<file path="src/rtl/qkv_issue_stream.sv">
// Streams Q rows and paired K/V rows from synchronous SRAMs onto three vld/rdy channels.
// Each Q row is followed by KV_ROWS K/V pairs; the sequence repeats num_q times.
module qkv_issue_stream #(
    parameter int KV_ROWS    = 8,
    parameter int MAX_Q_ROWS = 8,
    parameter int KV_DEPTH   = 2,
    parameter int Q_W        = 32,
    parameter int K_W        = 32,
    parameter int V_W        = 32
) (
    input  logic                          clk,
    input  logic                          rst,
    input  logic                          start,
    input  logic [$clog2(MAX_Q_ROWS):0]   num_q,
    output logic                          busy,
    output logic                          done,
    output logic                          q_rd_en,
    output logic [$clog2(MAX_Q_ROWS)-1:0] q_rd_addr,
    input  logic [Q_W-1:0]                q_rd_data,
    output logic                          kv_rd_en,
    output logic [$clog2(KV_ROWS)-1:0]    kv_rd_addr,
    input  logic [K_W-1:0]                k_rd_data,
    input  logic [V_W-1:0]                v_rd_data,
    output logic                          Q_vld_out,
    input  logic                          Q_rdy_in,
    output logic [Q_W-1:0]                q_out,
    output logic                          K_vld_out,
    input  logic                          K_rdy_in,
    output logic [K_W-1:0]                k_out,
    output logic                          V_vld_out,
    input  logic                          V_rdy_in,
    output logic [V_W-1:0]                v_out
);

    localparam int QA_W = $clog2(MAX_Q_ROWS);
    localparam int KA_W = $clog2(KV_ROWS);
    localparam int NQ_W = QA_W + 1;
    localparam int KC_W = $clog2(MAX_Q_ROWS * KV_ROWS + 1);
    localparam int PW   = (KV_DEPTH > 1) ? $clog2(KV_DEPTH) : 1;
    localparam int OW   = $clog2(KV_DEPTH + 1);

    typedef enum logic [1:0] {
        IDLE = 2'd0,
        RUN  = 2'd1,
        FIN  = 2'd2
    } state_t;

    state_t state;
    state_t state_nxt;

    logic            run;
    logic            launch;
    logic            zero_start;
    logic            zero_done;

    logic [NQ_W-1:0] nq;
    logic [NQ_W-1:0] q_cnt;
    logic            q_infl;
    logic            q_vld;
    logic [Q_W-1:0]  q_data;
    logic            q_left;
    logic            q_hs;

    logic [KC_W-1:0] kv_total;
    logic [KC_W-1:0] kv_cnt;
    logic [KA_W-1:0] kv_addr;
    logic            kv_infl;
    logic            kv_left;
    logic            kv_ok;
    logic [OW:0]     kv_used;

    logic [K_W-1:0]  k_mem [KV_DEPTH];
    logic [V_W-1:0]  v_mem [KV_DEPTH];
    logic [PW-1:0]   wr_ptr;
    logic [PW-1:0]   rd_ptr;
    logic [OW-1:0]   occ;
    logic            k_taken;
    logic            v_taken;
    logic            k_hs;
    logic            v_hs;
    logic            push;
    logic            pop;
    logic            finishing;

    // FSM: state register
    always_ff @(posedge clk) begin
        if (rst) begin
            state <= IDLE;
        end else begin
            state <= state_nxt;
        end
    end

    // FSM: next state
    always_comb begin
        state_nxt = state;
        unique case (state)
            IDLE:    if (launch) state_nxt = RUN;
            RUN:     if (finishing) state_nxt = FIN;
            FIN:     state_nxt = IDLE;
            default: state_nxt = IDLE;
        endcase
    end

    // FSM: outputs
    always_comb begin
        run  = (state == RUN);
        busy = (state == RUN) || (state == FIN);
        done = (state == FIN) || zero_done;
    end

    assign launch     = (state == IDLE) && start && (num_q != '0);
    assign zero_start = (state == IDLE) && start && (num_q == '0);

    assign q_left   = (q_cnt < nq);
    assign kv_total = KC_W'(nq) * KC_W'(KV_ROWS);
    assign kv_left  = (kv_cnt < kv_total);

    assign q_hs      = q_vld && Q_rdy_in;
    assign K_vld_out = (occ != '0) && !k_taken;
    assign V_vld_out = (occ != '0) && !v_taken;
    assign k_hs      = K_vld_out && K_rdy_in;
    assign v_hs      = V_vld_out && V_rdy_in;
    assign pop       = (k_taken || k_hs) && (v_taken || v_hs);
    assign push      = kv_infl;

    // A read already in flight holds a FIFO slot; a same-cycle pop frees one.
    assign kv_used = {1'b0, occ} + (OW + 1)'(kv_infl) - (OW + 1)'(pop);
    assign kv_ok   = (kv_used < (OW + 1)'(KV_DEPTH));

    assign q_rd_en    = run && q_left && !q_infl && (!q_vld || Q_rdy_in);
    assign kv_rd_en   = run && kv_left && kv_ok;
    assign q_rd_addr  = q_cnt[QA_W-1:0];
    assign kv_rd_addr = kv_addr;

    assign finishing = !q_left && !kv_left && !q_infl && !kv_infl
                     && (!q_vld || q_hs)
                     && ((occ - OW'(pop)) == '0);

    assign Q_vld_out = q_vld;
    assign q_out     = q_data;
    assign k_out     = k_mem[rd_ptr];
    assign v_out     = v_mem[rd_ptr];

    always_ff @(posedge clk) begin
        if (rst) begin
            zero_done <= 1'b0;
            nq        <= '0;
            q_cnt     <= '0;
            kv_cnt    <= '0;
            kv_addr   <= '0;
            q_infl    <= 1'b0;
            kv_infl   <= 1'b0;
            q_vld     <= 1'b0;
            q_data    <= '0;
            wr_ptr    <= '0;
            rd_ptr    <= '0;
            occ       <= '0;
            k_taken   <= 1'b0;
            v_taken   <= 1'b0;
            for (int i = 0; i < KV_DEPTH; i++) begin
                k_mem[i] <= '0;
                v_mem[i] <= '0;
            end
        end else begin
            zero_done <= zero_start;
            q_infl    <= q_rd_en;
            kv_infl   <= kv_rd_en;

            if (launch) begin
                nq      <= num_q;
                q_cnt   <= '0;
                kv_cnt  <= '0;
                kv_addr <= '0;
            end else begin
                if (q_rd_en) begin
                    q_cnt <= q_cnt + 1'b1;
                end
                if (kv_rd_en) begin
                    kv_cnt  <= kv_cnt + 1'b1;
                    kv_addr <= (kv_addr == KA_W'(KV_ROWS - 1)) ? '0 : kv_addr + 1'b1;
                end
            end

            if (q_infl) begin
                q_data <= q_rd_data;
                q_vld  <= 1'b1;
            end else if (q_hs) begin
                q_vld <= 1'b0;
            end

            if (push) begin
                k_mem[wr_ptr] <= k_rd_data;
                v_mem[wr_ptr] <= v_rd_data;
                wr_ptr <= (wr_ptr == PW'(KV_DEPTH - 1)) ? '0 : wr_ptr + 1'b1;
            end
            if (pop) begin
                rd_ptr <= (rd_ptr == PW'(KV_DEPTH - 1)) ? '0 : rd_ptr + 1'b1;
            end
            occ <= occ + OW'(push) - OW'(pop);

            // Taken flags let K and V drain the shared head independently.
            if (pop) begin
                k_taken <= 1'b0;
                v_taken <= 1'b0;
            end else begin
                if (k_hs) k_taken <= 1'b1;
                if (v_hs) v_taken <= 1'b1;
            end
        end
    end

endmodule

</file>
<file path="config.mk">
export PLATFORM = sky130hd
export DESIGN_NAME = qkv_issue_stream
export DESIGN_NICKNAME = d
export VERILOG_FILES = /design/src/rtl/qkv_issue_stream.sv
export SDC_FILE = /design/constraint.sdc
export NUM_CORES = 1
export LEC_CHECK = 0
export ABC_AREA = 0
export CAP_MARGIN = 15
export CORE_MARGIN = 3
export CORE_UTILIZATION = 57
export DETAILED_ROUTE_END_ITERATION = 10
export DONT_BUFFER_PORTS = 1
export PLACE_DENSITY_LB_ADDON = 0.05
export SYNTH_ARGS = -nofsm -noshare
export SYNTH_HDL_FRONTEND = slang
export SYNTH_SLANG_ARGS = --single-unit
</file>
<file path="constraint.sdc">
create_clock -name clk -period 3.1 [get_ports clk]
set_clock_uncertainty 0.2 [all_clocks]
set_input_delay 0.155 -clock clk [delete_from_list [all_inputs] [get_ports clk]]
set_output_delay 0.155 -clock clk [all_outputs]
set_load 0.005 [all_outputs]
</file>
=== Word level (Yosys, flattened, before mapping) ===
Memory sizes are Yosys's and may differ from the RTL's. A register that Yosys moved wholly into a read port is not among the register bits.
Index checks and enable logic that the tools add are counted.

* $add $sub $neg: 10
* Mux-type cells: 23
* Eq/ne operators: 5
* Reductions and logical operators: 43
* $lt $le $gt $ge: 3

{| class="wikitable"
|+ Operators by type and width
! kind !! count
|-
| $mux W32 || 2
|-
| $reduce_or A32 Y1 || 2
|-
| $logic_and A1 B1 Y1 || 19
|-
| $mux W1 || 17
|-
| $add A7 B1 Y7 const B || 1
|-
| $logic_not A1 Y1 || 7
|-
| $lt A7 B7 Y1 || 1
|-
| $logic_or A1 B1 Y1 || 6
|-
| $add A4 B1 Y4 const B || 1
|-
| $logic_not A2 Y1 || 2
|-
| $logic_not A4 Y1 || 1
|-
| $lt A4 B4 Y1 || 1
|-
| $mux W2 || 2
|-
| $pmux W2 S2 || 1
|-
| $reduce_bool A2 Y1 || 2
|-
| $reduce_bool A4 Y1 || 1
|-
| $reduce_or A2 Y1 || 2
|-
| $sub A2 B1 Y2 || 2
|-
| $add A2 B1 Y3 || 1
|-
| $add A3 B1 Y3 const B || 1
|-
| $eq A3 B3 Y1 const B || 1
|-
| $lt A3 B2 Y1 const B || 1
|-
| $mux W3 || 1
|-
| $sub A3 B1 Y3 || 1
|-
| 7 further kinds || 8
|}

* Register bits: 62
* Input bits: 106
* Output and inout bits: 109
* Bits in writable memories: 128
* Logic and storage cells: 101
* Memories: 2

{| class="wikitable"
|+ Memory list
! memory !! depth !! width !! rd ports !! clocked after memory_dff !! write ports !! line !! RTL
|-
| k_mem || 2 || 32 || 1 || 1 || 2 || 72 || <nowiki>logic [K_W-1:0] k_mem [KV_DEPTH];</nowiki>
|-
| v_mem || 2 || 32 || 1 || 1 || 2 || 73 || <nowiki>logic [V_W-1:0] v_mem [KV_DEPTH];</nowiki>
|}

=== Depth between registers and ports, before layout ===
* Depth in word-level cells: 10
* Gate-level depth with buffers: 12
* Depth with buffers taken out: 10

=== Worst setup path after synthesis ===
Ideal clock, no wire load.

* Path kind: reg-to-reg
* From: register occ[1]
* To: register kv_cnt[3]
* Arrival: 2,666 ps
* Slack: 164 ps
* Buffers on the path: 1
* Period minus slack after synthesis: 2,936 ps
* Library setup time: 70 ps
* Cell stages (with the launch flop): 12
* Required time: 2,830 ps
* Cells stage by stage: dfxtp_1 -> o21a_1 -> o22a_1 -> ha_1 -> inv_1 -> ha_1 -> fa_1 -> xnor2_1 -> or2_0 -> clkbuf_2 -> or4_1 -> a21oi_1

* Cells in the longest elaborated chain, start to end: 8
* Elaborated cells between the ends (all ways): 12
* Classes of those cells: add/sub (2); order compare (1); reduce/logical (9)

{| class="wikitable"
|+ Ends and longest elaborated chain
! item !! line !! RTL
|-
| from (decl) || 76 || <nowiki>logic [OW-1:0] occ;</nowiki>
|-
| from (signal assigned) || 200 || <nowiki>occ <= occ + OW'(push) - OW'(pop);</nowiki>
|-
| $reduce_bool A2 Y1 (*) || 120, 121 ||
|-
| $logic_and A1 B1 Y1 (on tied branches) || 120, 121 ||
|-
| $logic_and A1 B1 Y1 (on tied branches) || 122, 123 ||
|-
| $logic_or A1 B1 Y1 || 124 || <nowiki>assign pop = (k_taken || k_hs) && (v_taken || v_hs);</nowiki>
|-
| $logic_and A1 B1 Y1 (*) || 124 ||
|-
| named net pop || 82 || <nowiki>logic pop;</nowiki>
|-
| $sub A3 B1 Y3 (*) || 128 || <nowiki>assign kv_used = {1'b0, occ} + (OW + 1)'(kv_infl) - (OW + 1)'(pop);</nowiki>
|-
| $lt A3 B2 Y1 (*) || 129 || <nowiki>assign kv_ok = (kv_used < (OW + 1)'(KV_DEPTH));</nowiki>
|-
| $logic_and A1 B1 Y1 (*) || 132 || <nowiki>assign kv_rd_en = run && kv_left && kv_ok;</nowiki>
|-
| to (signal assigned) || 180 || <nowiki>kv_cnt <= kv_cnt + 1'b1;</nowiki>
|-
| to (decl) || 65 || <nowiki>logic [KC_W-1:0] kv_cnt;</nowiki>
|}

The timed path passes the listed nets; every way through them passes the cells marked *.
A chain may end at the register's enable or synchronous reset.

=== Final worst setup path ===
* From: register occ[1]
* To: output port kv_rd_en

* Cells in the longest elaborated chain, start to end: 8
* Elaborated cells between the ends (all ways): 12
* Classes of those cells: add/sub (2); order compare (1); reduce/logical (9)

{| class="wikitable"
|+ Ends and longest elaborated chain
! item !! line !! RTL
|-
| $reduce_bool A2 Y1 (*) || 120, 121 ||
|-
| $logic_and A1 B1 Y1 (on tied branches) || 120, 121 ||
|-
| $logic_and A1 B1 Y1 (on tied branches) || 122, 123 ||
|-
| $logic_or A1 B1 Y1 || 124 ||
|-
| $logic_and A1 B1 Y1 (*) || 124 ||
|-
| named net pop || 82 ||
|-
| $sub A3 B1 Y3 (*) || 128 ||
|-
| $lt A3 B2 Y1 (*) || 129 ||
|-
| $logic_and A1 B1 Y1 (*) || 132 ||
|-
| to (decl) || 20 || <nowiki>output logic kv_rd_en,</nowiki>
|}

Marked as above.

==> results.json <==
{
  "cap_violations": 0,
  "synthFlopType": "edfxtp_1",
  "critPathMaxStageDelay_ps": 360,
  "dp_hpwl_um": 11100,
  "final_cell_mix": "and2_1 (129), edfxtp_1 (128), dlygate4sd3_1 (110)",
  "dp.cells": 791,
  "outcome": "finished, final reports clean",
  "synth-xor-area-share_pct": 0.319,
  "power.switching_mw": 1.46,
  "pwr-share-comb_pct": 13.4,
  "antenna_found_initial": 1,
  "overflow": 0,
  "start_util_pct": 58.8,
  "portBuffers": 0,
  "dieArea_mm2": 0.0159,
  "power_frac_seq_pct": 50.8,
  "fin_crit_sh_pct": 99.5,
  "internal_power_mw": 4.50,
  "startpoint_type": "flop",
  "synth_compound_area_share_pct": 3.58,
  "yosys_warnings": 0,
  "grt_max_degree": 65,
  "hold_path.class": "in -> reg",
  "grt_pass1_vias": 5505,
  "slowest_stage": "fa_2",
  "first_pass_iters": 4,
  "htreeDepth": 4,
  "synth_top_family_by_area": "simple AND/OR/NAND/NOR gates",
  "arrival_ps": 2730,
  "synth.area.mux_share_pct": 12.9,
  "path_clk_slew_ps": 70,
  "slew_headroom_pct": 30.6,
  "reg2reg_setup_slack_ps": 40,
  "instances_no_fill": 940,
  "worst_pin_slew_ps": 1040,
  "drtIter0Drc": 308,
  "ys_ff_latch": 191,
  "ir_worst_vdd_v": 0.000411,
  "synthCells": 635,
  "hold_viol_final": 0,
  "p_sw_share_pct": 24.5,
  "synth-edff-count": 128,
  "grt_pass1_wl_um": 29000,
  "timing.fmax_mhz": 324,
  "synth-simple-area-share_pct": 15.5,
  "wl_um": 17900,
  "cts_buffer_depth": 2,
  "nets": 870,
  "rows": 43,
  "setup_viol": 0,
  "fin_crit_ps": 3080,
  "gr-usage-all-layers_pct": 23.1,
  "synthArstFlopShare_pct": 0,
  "slew_viol_final": 0,
  "drc": 0,
  "syn_area_mm2": 0.00822,
  "power.leakage_nw": 3.85,
  "viasPerCell": 5.49,
  "die_x_um": 126,
  "root_buffer": "clkbuf_16",
  "cp_max_fo": 3,
  "synth_fp_nets": 759,
  "rsz0062_at_grt": "yes",
  "wl_per_cell_um": 19.1,
  "finalSetupTns_ps": 0,
  "powerDensity_mw_per_mm2": 582,
  "area_growth_pct": 24.6,
  "synth.area.top_cells": "edfxtp_1 (47%), dfxtp_1 (15%), and2_1 (9.8%)",
  "io_pins": 215,
  "nFillCells": 928,
  "postRouteAntennaNets": 0,
  "p_clk_share_pct": 35.7,
  "cts_sinks": 191,
  "fp.dieH_um": 126,
  "finalInstanceArea_mm2": 0.0102,
  "worst-path-buf-inv": 3,
  "cts_inserted_buffers": 17,
  "insertion_delay_ps": 420,
  "avgSynthCellArea_um2": 13.0,
  "place_area_mm2": 0.00844,
  "synth_cell_types": 44,
  "path_cells": "o21a_1 -> o22a_1 -> ha_4 -> inv_2 -> ha_4 -> fa_2 -> xnor2_2 -> or2_4 -> buf_6 -> nor2_4 -> buf_6",
  "drive_gt1_share_pct": 18.2,
  "worstSetupEndpointType": "primary output",
  "yosysSeqAreaShare_pct": 62.1,
  "synth_top_area_cell": "edfxtp_1",
  "synth_fa_ha_area_share_pct": 2.83,
  "netlist.area_leader.share_pct": 46.7,
  "path_delay_family": "adder cells",
  "place.gp.congestion": 0.792,
  "crit_required_ps": 2740,
  "core_area_mm2": 0.0140,
  "cts_tree": "yes",
  "final_common_cell": "and2_1",
  "vias": 5156,
  "timing_worst_setup_path_type": "reg -> out"
}
## worst register-to-register path, cell delays in order (launching register included)
cell and delay [ps]:
dfxtp_2 330, o21a_1 200, o22a_1 250, ha_4 290, inv_2 40, ha_4 140
fa_2 360, xnor2_2 150, or2_4 240, buf_4 160, buf_4 140, or3_1 330
a21oi_2 160
## cell usage after synthesis (3+ instances only)
cell,count
a21oi_1,13
and2_1,129
buf_1,4
buf_2,4
buf_4,3
clkbuf_1,27
dfxtp_1,63
edfxtp_1,128
ha_1,17
inv_1,17
mux2_2,64
mux2i_1,34
nand2_1,9
nand2b_1,4
nand3_1,6
nor2_1,47
nor2b_1,5
nor3_1,5
o21a_1,4
o21ai_0,8
o31ai_1,5
or4_1,7
xnor2_1,3
## stage by stage
| stage | setup WS, ps | power (mW) | hold WS [ps] | util [%] |
|---|---|---|---|---|
| 2_1_floorplan | 164 | 3.52 | 63.6 | - |
| 3_3_place_gp | 98.1 | 3.67 | 32.0 | 60.3 |
| 3_5_place_dp | -10.2 | 3.70 | 43.8 | 60.3 |
| 4_1_cts | -41.5 | 5.98 | 0.635 | 73.2 |
| 5_1_grt | -94.2 | 6.23 | 46.9 | 73.3 |
| 6_report | 15.1 | 5.96 | 29.8 | 73.3 |
## path summary, 6_finish.rpt
check,to,cells after the start,from
hold / removal,kv_cnt[4],2,rst
setup / recovery,kv_rd_en,11,occ[1]
hold reg to reg,kv_cnt[6],2,kv_cnt[6]
setup reg to reg,kv_cnt[0],12,occ[1]
## routing by layer
metal,wire (um),up-vias,share of wire [%],track usage (%)
met5,0,-,0,0
met4,299,0,1.7,6.88
met3,1150,24,6.4,7.29
met2,8940,155,50,37.9
met1,7530,2530,42,29.7
li1,-,2447,-,-
## logic make-up (layout without fill, tap and decap cells)
logic type | count (synthesis) | in the layout
AND/OR/NAND/NOR | 225 | 225
flip-flops | 191 | 191
multiplexers | 98 | 98
buffers and inverters | 56 | 180
AO/OA/AOI/OAI | 44 | 44
adder cells (fa/ha/maj) | 18 | 18
XOR/XNOR | 3 | 3
other | 0 | 1
## what timing repair did
action,4_1_cts,5_1_grt
hold buffers,111,0
cloned,0,0
hold endpoints to repair,179,0
endpoints found under the setup margin,3,7
resized for setup,13,4
setup buffers,5,0
pin swaps,8,6
## layout make-up
type / count / area [um2] / share of cell area, %
sequential: 191 / 5110 / 49.9
clock inverter: 11 / 91.3 / 0.891
tap: 180 / 225 / 2.20
timing repair buffer: 131 / 1300 / 12.7
clock buffer: 21 / 493 / 4.81
inverter: 17 / 63.8 / 0.623
multi-input combinational: 388 / 2960 / 28.9
antenna: 1 / 2.50 / 0.0244
## flip-flops by register name (all words and copies together), names as in the netlist, 2 cells and up, named ones only
register    cells
nq              4
k_mem          64
q_cnt           4
occ             2
q_out          32
state           2
kv_cnt          7
v_mem          64
kv_rd_addr      3
## power groups by stage
| stage | clock network (mW) | logic (mW) | registers (mW) |
|---|---|---|---|
| after floorplan | 0 | 0.492 | 3.03 |
| after global placement | 0 | 0.599 | 3.07 |
| after detailed placement | 0 | 0.615 | 3.08 |
| after CTS | 2.16 | 0.797 | 3.03 |
| after global routing | 2.29 | 0.888 | 3.05 |
| final | 2.13 | 0.801 | 3.03 |
(Power assumes the default switching activity.)
